File: config.mk
export PLATFORM = sky130hd
export DESIGN_NAME = if_fetch_stage_flat
export DESIGN_NICKNAME = d
export VERILOG_FILES = /design/src/rtl/if_fetch_stage_if.sv /design/src/rtl/if_fetch_stage.sv /design/src/flat_wrapper.sv
export SDC_FILE = /design/constraint.sdc
export NUM_CORES = 1
export LEC_CHECK = 0
export CAP_MARGIN = 0
export CORE_ASPECT_RATIO = 1.25
export CORE_UTILIZATION = 40
export DETAILED_ROUTE_END_ITERATION = 8
export PLACE_DENSITY = 0.79
export SLEW_MARGIN = 10
export SYNTH_ARGS = -nofsm -noshare
export SYNTH_HDL_FRONTEND = slang
export SYNTH_SLANG_ARGS = --single-unit
File: constraint.sdc
create_clock -name clk -period 3.41 [get_ports clk]
set_input_delay 0.682 -clock clk [delete_from_list [all_inputs] [get_ports clk]]
set_output_delay 0.682 -clock clk [all_outputs]
set_load 0.005 [all_outputs]
File: src/rtl/if_fetch_stage_if.sv
// -----------------------------------------------------------------------------
// if_fetch_stage_if
//
// Purpose:
//   Instruction-memory bus between the fetch stage and instruction memory.
//   It carries a valid/ready request channel and a valid-only response channel.
//
// Signals:
//   imem_req_valid  fetch request valid          (fetch stage -> memory)
//   imem_req_addr   32-bit fetch address         (fetch stage -> memory)
//   imem_req_ready  memory accepts the request   (memory -> fetch stage)
//   imem_rsp_valid  instruction word returned    (memory -> fetch stage)
//   imem_rsp_data   32-bit instruction word      (memory -> fetch stage)
//
// Modports:
//   master  the fetch stage side
//   slave   the instruction memory side
// -----------------------------------------------------------------------------
interface if_fetch_stage_if;
    logic        imem_req_valid;
    logic [31:0] imem_req_addr;
    logic        imem_req_ready;
    logic        imem_rsp_valid;
    logic [31:0] imem_rsp_data;

    modport master (
        output imem_req_valid,
        output imem_req_addr,
        input  imem_req_ready,
        input  imem_rsp_valid,
        input  imem_rsp_data
    );

    modport slave (
        input  imem_req_valid,
        input  imem_req_addr,
        output imem_req_ready,
        output imem_rsp_valid,
        output imem_rsp_data
    );
endinterface

File: src/rtl/if_fetch_stage.sv
// -----------------------------------------------------------------------------
// if_fetch_stage
//
// Purpose:
//   Instruction-fetch stage of the RV32I pipeline. It holds the PC register
//   (PCF), fetches one instruction at a time from instruction memory, and
//   writes the IF/ID pipeline register (PCD, InstrD, ValidD). A word that comes
//   back while ID is stalled is parked in a hold buffer. A response to a
//   request that was overtaken by a redirect is discarded.
//
// Optional feature:
//   IF_PERF_CNT_EN  when defined, FetchCnt and BubbleCnt are live performance
//                   counters. When undefined, both outputs are constant 0 and
//                   no counter registers exist.
//
// Parameters:
//   RESET_PC   value loaded into PCF by reset
//
// Ports:
//   clk        clock, all state updates on the rising edge
//   rst_n      synchronous active-low reset
//   PC_In      next PC from NPC_Generator (PCF+4 or redirect target)
//   StallD     ID cannot accept; IF/ID holds
//   FlushD     redirect; PC_In carries the target
//   imem       instruction-memory bus (master modport)
//   PCF        current fetch PC
//   PCD        IF/ID PC
//   InstrD     IF/ID instruction word
//   ValidD     IF/ID holds a real instruction
//   FetchCnt   instructions written into IF/ID
//   BubbleCnt  bubbles written into IF/ID
// -----------------------------------------------------------------------------
module if_fetch_stage #(
    parameter logic [31:0] RESET_PC = 32'h0000_0000
) (
    input  logic               clk,
    input  logic               rst_n,
    input  logic [31:0]        PC_In,
    input  logic               StallD,
    input  logic               FlushD,
    if_fetch_stage_if.master   imem,
    output logic [31:0]        PCF,
    output logic [31:0]        PCD,
    output logic [31:0]        InstrD,
    output logic               ValidD,
    output logic [31:0]        FetchCnt,
    output logic [31:0]        BubbleCnt
);

    localparam logic [1:0]  S_REQ  = 2'd0;
    localparam logic [1:0]  S_WAIT = 2'd1;
    localparam logic [1:0]  S_HOLD = 2'd2;

    localparam logic [31:0] NOP_INSTR = 32'h0000_0013;

    logic [1:0]  r_state;
    logic        r_stale;
    logic [31:0] r_pcF;
    logic [31:0] r_pcD;
    logic [31:0] r_instrD;
    logic        r_validD;
    logic [31:0] r_holdBuf;

    logic        w_rspUsable;
    logic        w_write;
    logic [31:0] w_instr;

    // A response is only usable when it belongs to the current PCF, i.e. no
    // redirect happened while it was in flight.
    assign w_rspUsable = (r_state == S_WAIT) && imem.imem_rsp_valid && !r_stale;

    // An instruction enters IF/ID this cycle: either straight from memory or
    // from the hold buffer, and only when ID can take it and nothing flushes.
    assign w_write = !FlushD && !StallD && (w_rspUsable || (r_state == S_HOLD));

    assign w_instr = (r_state == S_HOLD) ? r_holdBuf : imem.imem_rsp_data;

    // Request outputs come straight from registered state, so req_ready can
    // never loop back combinationally into req_valid.
    assign imem.imem_req_valid = (r_state == S_REQ);
    assign imem.imem_req_addr  = r_pcF;

    assign PCF    = r_pcF;
    assign PCD    = r_pcD;
    assign InstrD = r_instrD;
    assign ValidD = r_validD;

    // Fetch FSM, PC register and IF/ID register. FlushD overrides everything
    // else; the only per-state question under a flush is whether a request is
    // still in flight (mark it stale) or already finished (nothing to track).
    always_ff @(posedge clk) begin
        if (!rst_n) begin
            r_state   <= S_REQ;
            r_stale   <= 1'b0;
            r_pcF     <= RESET_PC;
            r_pcD     <= 32'h0000_0000;
            r_instrD  <= NOP_INSTR;
            r_validD  <= 1'b0;
            r_holdBuf <= 32'h0000_0000;
        end else if (FlushD) begin
            r_pcF    <= PC_In;
            r_validD <= 1'b0;
            case (r_state)
                S_REQ: begin
                    if (imem.imem_req_ready) begin
                        r_stale <= 1'b1;
                        r_state <= S_WAIT;
                    end
                end
                S_WAIT: begin
                    // A response arriving now is dropped and closes the
                    // outstanding request, so nothing is left to mark stale.
                    if (imem.imem_rsp_valid) begin
                        r_stale <= 1'b0;
                        r_state <= S_REQ;
                    end else begin
                        r_stale <= 1'b1;
                    end
                end
                S_HOLD: begin
                    r_state <= S_REQ;
                end
                default: begin
                    r_state <= S_REQ;
                end
            endcase
        end else begin
            if (w_write) begin
                r_pcD    <= r_pcF;
                r_instrD <= w_instr;
                r_validD <= 1'b1;
                r_pcF    <= PC_In;
            end else if (!StallD) begin
                r_validD <= 1'b0;
            end

            case (r_state)
                S_REQ: begin
                    if (imem.imem_req_ready) begin
                        r_state <= S_WAIT;
                    end
                end
                S_WAIT: begin
                    if (imem.imem_rsp_valid) begin
                        if (r_stale) begin
                            r_stale <= 1'b0;
                            r_state <= S_REQ;
                        end else if (!StallD) begin
                            r_state <= S_REQ;
                        end else begin
                            r_holdBuf <= imem.imem_rsp_data;
                            r_state   <= S_HOLD;
                        end
                    end
                end
                S_HOLD: begin
                    if (!StallD) begin
                        r_state <= S_REQ;
                    end
                end
                default: begin
                    r_state <= S_REQ;
                end
            endcase
        end
    end

`ifdef IF_PERF_CNT_EN
    logic [31:0] r_fetchCnt;
    logic [31:0] r_bubbleCnt;
    logic        w_bubble;

    // A bubble is any cycle where ID advances without receiving an
    // instruction; flush cycles fall out of this naturally.
    assign w_bubble = !StallD && !w_write;

    // Counters wrap naturally at 2^32.
    always_ff @(posedge clk) begin
        if (!rst_n) begin
            r_fetchCnt  <= 32'h0000_0000;
            r_bubbleCnt <= 32'h0000_0000;
        end else begin
            if (w_write) begin
                r_fetchCnt <= r_fetchCnt + 32'd1;
            end
            if (w_bubble) begin
                r_bubbleCnt <= r_bubbleCnt + 32'd1;
            end
        end
    end

    assign FetchCnt  = r_fetchCnt;
    assign BubbleCnt = r_bubbleCnt;
`else
    assign FetchCnt  = 32'h0000_0000;
    assign BubbleCnt = 32'h0000_0000;
`endif

endmodule

File: src/flat_wrapper.sv
// flat-port wrapper written by rule: the top's interface ports become plain ports
module if_fetch_stage_flat 
#(
    parameter logic [31:0] RESET_PC = 32'h0000_0000
)
  (clk, rst_n, PC_In, StallD, FlushD, PCF, PCD, InstrD, ValidD, FetchCnt, BubbleCnt, imem_imem_req_valid, imem_imem_req_addr, imem_imem_req_ready, imem_imem_rsp_valid, imem_imem_rsp_data);
  if_fetch_stage_if imem_i ();
  input  logic clk;
  input  logic rst_n;
  input  logic [31:0] PC_In;
  input  logic StallD;
  input  logic FlushD;
  output logic [31:0] PCF;
  output logic [31:0] PCD;
  output logic [31:0] InstrD;
  output logic ValidD;
  output logic [31:0] FetchCnt;
  output logic [31:0] BubbleCnt;
  output wire logic [$bits(imem_i.imem_req_valid)-1:0] imem_imem_req_valid;
  output wire logic [$bits(imem_i.imem_req_addr)-1:0] imem_imem_req_addr;
  input wire logic [$bits(imem_i.imem_req_ready)-1:0] imem_imem_req_ready;
  input wire logic [$bits(imem_i.imem_rsp_valid)-1:0] imem_imem_rsp_valid;
  input wire logic [$bits(imem_i.imem_rsp_data)-1:0] imem_imem_rsp_data;
  assign imem_imem_req_valid = imem_i.imem_req_valid;
  assign imem_imem_req_addr = imem_i.imem_req_addr;
  assign imem_i.imem_req_ready = imem_imem_req_ready;
  assign imem_i.imem_rsp_valid = imem_imem_rsp_valid;
  assign imem_i.imem_rsp_data = imem_imem_rsp_data;
  if_fetch_stage #(.RESET_PC(RESET_PC)) u_core (.clk(clk), .rst_n(rst_n), .PC_In(PC_In), .StallD(StallD), .FlushD(FlushD), .imem(imem_i), .PCF(PCF), .PCD(PCD), .InstrD(InstrD), .ValidD(ValidD), .FetchCnt(FetchCnt), .BubbleCnt(BubbleCnt));
endmodule
# Word-level counts from Yosys, hierarchy flattened
# Cells that the tools add are included.
[word_totals]
reg_bits = 132
latchBits = 0
ramBits = 0
romBits = 0
input_bits = 70
mem_count = 0
[classes]
add_sub_neg = 0
multipliers = 0
div = 0
n_lt_le_gt_ge = 0
eq_ne = 6
shift = 0
n_mux = 20
bitwise = 3
reduce_logical = 18
[ops]
columns = ["operator", "count"]
rows = [
  ["$mux 32", 3],
  ["$mux 2", 7],
  ["$reduce_bool 2->1", 4],
  ["$mux 1", 7],
  ["$pmux 2 s3", 1],
  ["$reduce_and 5->1", 1],
  ["$logic_and 1x1->1", 4],
  ["$pmux 2 s2", 1],
  ["$reduce_and 2->1", 2],
  ["$reduce_and 4->1", 1],
  ["$logic_not 1->1", 3],
  ["$ne 3x2->1 const B", 1],
  ["$ne 3x3->1 const B", 1],
  ["$not 1->1", 3],
  ["$eq 2x1->1 const B", 1],
  ["$eq 2x2->1 const B", 1],
  ["$logic_not 2->1", 1],
  ["$ne 2x1->1 const B", 1],
  ["$ne 2x2->1 const B", 1],
  ["$pmux 1 s2", 1],
  ["$reduce_or 2->1", 1],
  ["$logic_or 1x1->1", 1],
]

# Logic depth before layout (Yosys ltp)
# Gate-level depths: netlist (run 1).
[depth]
depth_word = 7
depth_mapped = 8

# Least setup slack after synthesis (run 1)
# Ideal clock, no wire load.
[synth_timing]
kind = "input port to flip-flop"
startpoint = "input port rst_n"
endpoint = "register u_core.r_instrD[4], in the netlist u_core.InstrD[4]"
setup_ns = 0.146
arrival_time_ns = 1.597
required_time_ns = 3.264
setup_slack_ns = 1.667
stages = 4
n_path_buf = 3
path_cell_list = "clkbuf_1 clkbuf_1 clkbuf_1 a41oi_1"
[synth_rtl]
columns = ["item", "line_no", "rtl"]
rows = [
  ["start: declaration", "flat_wrapper.sv:9", "input logic rst_n;"],
  ["end signal: assignment", "if_fetch_stage.sv:130", "r_instrD <= w_instr;"],
  ["end: declaration", "if_fetch_stage.sv:60", "logic [31:0] r_instrD;"],
]
# No word-level cell between the ends.

# Worst setup path after layout (run 1)
[layout_timing]
startpoint = "input port FlushD"
endpoint = "register u_core.r_holdBuf[25]"
[layout_via]
elab_chain_cells = 2
[layout_rtl]
columns = ["item", "line_no", "rtl"]
rows = [
  ["start: declaration", "flat_wrapper.sv:12", "input logic FlushD;"],
  ["$not 1->1 (no line)", "--", ""],
  ["$reduce_and 5->1 (no line)", "--", ""],
  ["end signal: assignment", "if_fetch_stage.sv:151", "r_holdBuf <= imem.imem_rsp_data;"],
  ["end: declaration", "if_fetch_stage.sv:62", "logic [31:0] r_holdBuf;"],
]
# No other way between the ends.
# A chain may end at the register's enable or synchronous reset.

==> impl_metrics.env, run 1 <==
export IMPL_cts_sinks=132
export IMPL_grt_overflow=0
export IMPL_cts_tree="built"
export IMPL_drv_cap=0
export IMPL_clk_latency_ns=0.41
export IMPL_syn2layout_area_growth_pct=38.5
export IMPL_instances_no_fill=1053
export IMPL_initialDrtViolationCount=295
export IMPL_dieArea_um2=15200
export IMPL_post_place_cells=1022
export IMPL_grtUsageMet1=0.189
export IMPL_crit_required_ns=3.75
export IMPL_start_util=0.409
export IMPL_setup_viol=0
export IMPL_ant_nets=0
export IMPL_startpoint="FlushD"
export IMPL_post_route_min_period_ns=2.24
export IMPL_fillCellCount=1280
export IMPL_startpoint_type="input port"
export IMPL_grt_pass1_vias=4385
export IMPL_cpMaxStageDelayCell="clkdlybuf4s50_1"
export IMPL_worst_pin_slew_ns=0.774
export IMPL_cp_buffers_inverters=2
export IMPL_avgViaCountPerCell=4.80
export IMPL_layout_common_cells="198 x clkdlybuf4s50_1, 194 x nand2_1, 132 x dfxtp_1"
export IMPL_period_share=0.657
export IMPL_grtUsageMet2=0.315
export IMPL_grtUsageTotal=0.177
export IMPL_hp_class="flip-flop to flip-flop"
export IMPL_synth_edf_count=0
export IMPL_wl_per_cell_um=13.1
export IMPL_chipHeight_um=138
export IMPL_crit_family="simple AND/OR/NAND/NOR gates"
export IMPL_utilization=0.566
export IMPL_r2r_setup_slack_ns=1.42
export IMPL_rr_startpoint="u_core.r_state[1]"
export IMPL_end_kind="flip-flop"
export IMPL_critical_path_cell_chain="clkdlybuf4s50_1, nand2b_1, nor4_4, buf_4, nand2_1, a21boi_0"
export IMPL_hold_path_depth=2
export IMPL_cts_hold_buf=0
export IMPL_htreeDepth=4
export IMPL_status="complete, no violations"
export IMPL_syn_avg_cell_area_um2=8.15
export IMPL_synth_top_area_cell="dfxtp_1"
export IMPL_worstPathArrival_ns=2.58
export IMPL_rows=49
export IMPL_final_common_cell="clkdlybuf4s50_1"
export IMPL_routed_wl_um=13800
export IMPL_p_leak_nw=3.36
export IMPL_worstReg2RegEnd="u_core.PCF[22]"
export IMPL_finalClockSkew_ns=0.0104
export IMPL_synth_area_um2=5890
export IMPL_ys_seq_area_frac=0.449
export IMPL_slew_violations=0
export IMPL_synthArstFlopShare=0
export IMPL_coreArea_um2=14400
export IMPL_min_from="u_core.PCD[31]"
export IMPL_syn_inst=722
export IMPL_slew_headroom=0.484
export IMPL_crit_fanout=14
export IMPL_place_gp_congestion=0.745
export IMPL_drc=0
export IMPL_ys_types=29
export IMPL_grt_use_met3=0.0664
export IMPL_clkTransAtPathRegs_ns=0.06
export IMPL_fmaxAchievable_mhz=446
export IMPL_yosys_warnings=0
export IMPL_nNetsFinal=933
export IMPL_holdWs_ns=0.444
export IMPL_cts_setup_buffers=0
export IMPL_port_buffers=199
export IMPL_cts_max_path_buffers=2
export IMPL_die_w_um=110
export IMPL_drive_gt1_frac=0.0549
export IMPL_hold_path_end="u_core.PCD[31]"
export IMPL_grt_pass1_wl_um=21600
export IMPL_crit_type="input port to flip-flop"
export IMPL_final_hold_viol_count=0
export IMPL_yosys_top_cells_area="dfxtp_1 45%, buf_4 13%, nand2_1 12%"
export IMPL_firstDrtPassIters=7
export IMPL_p_per_area_nw_per_um2=503
export IMPL_rr_worst_depth=6
export IMPL_pin_count=264
export IMPL_synth_ff_type="dfxtp_1"
export IMPL_numCtsBuffers=17
export IMPL_rsz0062_at_grt="no"
export IMPL_cts_resized_gates=0
export IMPL_vdd_ir_drop_max_v=0.000414
export IMPL_dpl_hpwl_um=9330
export IMPL_antenna_cells=0
export IMPL_grt_max_degree=110
export IMPL_grt_busiest_layer="met2"
export IMPL_via_count=5056
export IMPL_final_setup_tns_ns=0
export IMPL_ys_ff_latch=132
export IMPL_root_buffer="clkbuf_16"
export IMPL_antenna_found_initial=0
export IMPL_max_stage_delay_ns=0.55
export IMPL_yosys_area_top_type_share=0.449
[kinds of logic after synthesis]
kind of cell	after synthesis	synth area share
AOI/OAI and AO/OA	133	0.156
buffers and inverters	151	0.170
DFF	132	0.449
other	1	0.000637
and+or+nand+nor	305	0.224
[routing by layer]
layer	vias to the layer above	share of wire
met5	-	0
met4	0	0.023
met3	29	0.073
met2	214	0.50
met1	2282	0.40
li1	2531	-
[stage by stage]
step	cell area (um^2)	worst slack, ns	total power (W)
global route	8150	1.01	0.00426
CTS	8150	1.16	0.00414
global placement	7470	0.825	0.00205
detailed placement	7470	0.746	0.00205
finish	8150	1.17	0.00410
floorplan	6120	1.67	0.00190
[final cells by class]
| class | count | area (um^2) | area share |
|---|---|---|---|
| Tap cell | 178 | 223 | 0.0273 |
| Clock inverter | 12 | 226 | 0.0278 |
| Sequential cell | 132 | 2640 | 0.324 |
| Timing Repair Buffer | 210 | 2110 | 0.259 |
| Multi-Input combinational cell | 502 | 2500 | 0.306 |
| Clock buffer | 19 | 453 | 0.0556 |
[synthesized netlist by cell type (6+ instances only)]
cell type	number
o21ai_1	14
nand3_1	93
a21boi_1	11
o211a_1	29
buf_4	99
dfxtp_1	132
a21boi_0	21
nand2_1	194
buf_2	11
o21ai_0	52
buf_6	6
nor2_1	6
clkbuf_1	30
[report_power, final]
part	switching, W	internal [W]
Clock	0.000675	0.00141
Sequential	0.0000415	0.00159
Combinational	0.000163	0.000223
Total	0.000879	0.00322
[state kept, by name, indices dropped and copies added (netlist names)]
register          cells
u_core.r_holdBuf     32
u_core.r_stale        1
u_core.PCF           32
u_core.ValidD         1
u_core.r_state        2
u_core.InstrD        32
u_core.PCD           32
[worst min-delay path, stage by stage (launching register included)]
cell and delay (ns):
dfxtp_1 0.30, nand2_1 0.05, o21ai_1 0.05
[worst max path at each step]
stage,cells past startpoint,end
final,6,u_core.r_holdBuf[25]
after global routing,6,u_core.r_holdBuf[31]
after CTS,6,u_core.r_holdBuf[25]
after detailed placement,6,u_core.r_holdBuf[26]
after global placement,6,u_core.r_holdBuf[23]
after floorplan,4,u_core.InstrD[4]
Note: power is estimated with default switching activity, not from simulation.
==> run 2, diff against run 1 <==
--- a/config.mk
+++ b/config.mk
@@ -7,7 +7,7 @@
 export LEC_CHECK = 0
 export CAP_MARGIN = 0
 export CORE_ASPECT_RATIO = 1.25
-export CORE_UTILIZATION = 40
+export CORE_UTILIZATION = 38
 export DETAILED_ROUTE_END_ITERATION = 8
 export PLACE_DENSITY = 0.79
 export SLEW_MARGIN = 10
==> constraint.sdc (replaced) <==
create_clock -name clk -period 1.8 [get_ports clk]
set_input_delay 0.36 -clock clk [delete_from_list [all_inputs] [get_ports clk]]
set_output_delay 0.36 -clock clk [all_outputs]
set_load 0.005 [all_outputs]
==> run 2 against run 1 <==
  * Sequential power rose by 90%
  * Non-clock buffer count up 18
  * Via count increased by 0.89%
  * Critical path depth fell by 5
  * Wire length increased by 1.7%
  * Setup slack worse by 1.1 ns
  * Cell area is 1.9% higher
  * Critical endpoint is now PCF[1]
  * Hold slack worse by 0.064 ns
==> impl_metrics.env, run 2 (same netlist as run 1, synthesis figures left out) <==
export IMPL_final_hold_viol_count=0
export IMPL_multi_input_area_um2=2500
export IMPL_pre_cts_ws_ns=-0.208
export IMPL_crit_family="buffers and inverters"
export IMPL_p_per_area_nw_per_um2=874
export IMPL_crit_fanout=4
export IMPL_ant_nets=0
export IMPL_htreeDepth=4
export IMPL_utilization=0.551
export IMPL_end_kind="primary output"
export IMPL_grt_max_degree=65
export IMPL_clk_latency_ns=0.41
export IMPL_chipHeight_um=141
export IMPL_max_stage_delay_ns=0.54
export IMPL_final_common_cell="clkdlybuf4s50_1"
export IMPL_rsz0062_at_grt="no"
export IMPL_cts_max_path_buffers=2
export IMPL_pin_count=264
export IMPL_nNetsFinal=951
export IMPL_grtUsageTotal=0.176
export IMPL_firstDrtPassIters=4
export IMPL_antenna_found_initial=1
export IMPL_cpMaxStageDelayCell="clkdlybuf4s50_1"
export IMPL_vdd_ir_drop_max_v=0.000464
export IMPL_post_route_min_period_ns=1.73
export IMPL_start_util=0.390
export IMPL_crit_type="flip-flop to primary output"
export IMPL_dpl_hpwl_um=9820
export IMPL_die_w_um=113
export IMPL_syn2layout_area_growth_pct=41.2
export IMPL_fin_ws_ns=0.0673
export IMPL_cp_buffers_inverters=1
export IMPL_initialDrtViolationCount=413
export IMPL_antenna_cells=0
export IMPL_finalClockSkew_ns=0.0109
export IMPL_status="complete, no violations"
export IMPL_fmaxAchievable_mhz=577
export IMPL_startpoint_type="flip-flop"
export IMPL_cts_sinks=132
export IMPL_grt_pass1_wl_um=22100
export IMPL_port_buffers=199
export IMPL_period_share=0.963
export IMPL_holdWs_ns=0.380
export IMPL_drive_gt1_frac=0.0707
export IMPL_crit_required_ns=1.44
export IMPL_via_count=5101
export IMPL_dieArea_um2=16000
export IMPL_routed_wl_um=14000
export IMPL_hp_class="input port to flip-flop"
export IMPL_instances_no_fill=1099
export IMPL_slew_violations=0
export IMPL_drv_cap=0
export IMPL_grt_pass1_vias=4402
export IMPL_grt_overflow=0
export IMPL_drc=0
export IMPL_coreArea_um2=15100
export IMPL_numCtsBuffers=17
export IMPL_cts_hold_buf=0
export IMPL_cts_tree="built"
export IMPL_post_place_cells=1070
export IMPL_worstPathArrival_ns=1.37
export IMPL_fillCellCount=1358
export IMPL_clkTransAtPathRegs_ns=0.05
export IMPL_rows=50
export IMPL_layout_common_cells="197 x clkdlybuf4s50_1, 194 x nand2_1, 132 x dfxtp_1"
export IMPL_avgViaCountPerCell=4.64
export IMPL_root_buffer="clkbuf_16"
export IMPL_cts_resized_gates=2
export IMPL_p_leak_nw=3.44
export IMPL_cts_setup_buffers=0
export IMPL_place_gp_congestion=0.746
export IMPL_wl_per_cell_um=12.8
export IMPL_seq_area_um2=2640
export IMPL_critical_path_cell_chain="clkdlybuf4s50_1"
export IMPL_setup_viol=0
## run 2: cell count changes in the layout (fill, tap and decap cells not counted), moves of 2 or more
| cell | delta |
|---|---|
| clkinvlp_4 | -2 |
| clkbuf_8 | +4 |
| clkinv_4 | -2 |
| buf_12 | +6 |
| buf_4 | +11 |
| clkbuf_1 | +2 |
| bufinv_16 | -4 |
## run 2: final cells by class
class,instances,area share
Clock inverter,4,0.00843
Timing Repair Buffer,228,0.279
Sequential cell,132,0.318
Clock buffer,25,0.0620
Tap cell,208,0.0313
Multi-Input combinational cell,502,0.301
## run 2: stage by stage
step / TNS [ns] / power, W / cell area [um^2]
final: 0 / 0.00726 / 8310
after global routing: 0 / 0.00758 / 8310
after CTS: 0 / 0.00738 / 8310
after detailed placement: -12.78 / 0.00393 / 7720
after global placement: -8.84 / 0.00392 / 7720
after floorplan: 0 / 0.00359 / 6120
## run 2: worst paths after layout
path	start	to	slack, ns	depth (start not counted)
max	u_core.PCF[1]	PCF[1]	0.07	1
min	rst_n	u_core.InstrD[20]	0.38	2
max reg2reg	u_core.r_stale	u_core.PCF[7]	0.20	5
min reg2reg	u_core.PCD[0]	u_core.PCD[0]	0.45	2
## run 2: report_power, final
part / total [W] / switching (W) / internal (W)
clock network: 0.00340 / 0.00116 / 0.00223
registers: 0.00309 / 0.0000800 / 0.00301
logic: 0.000773 / 0.000317 / 0.000456
## run 2: layer usage
layer	part of all wire	GRT usage
met3	0.065	0.0542
met5	0.00093	0
met4	0.018	0.0755
met2	0.51	0.305
met1	0.40	0.198
==> run 3, diff against run 2 <==
--- a/config.mk
+++ b/config.mk
@@ -9,6 +9,7 @@
 export CORE_ASPECT_RATIO = 1.25
 export CORE_UTILIZATION = 38
 export DETAILED_ROUTE_END_ITERATION = 8
+export HOLD_SLACK_MARGIN = 0.1
 export PLACE_DENSITY = 0.79
 export SLEW_MARGIN = 10
 export SYNTH_ARGS = -nofsm -noshare
==> results of run 3 <==
Final layout, timing and power as in run 2 (identical DEF).
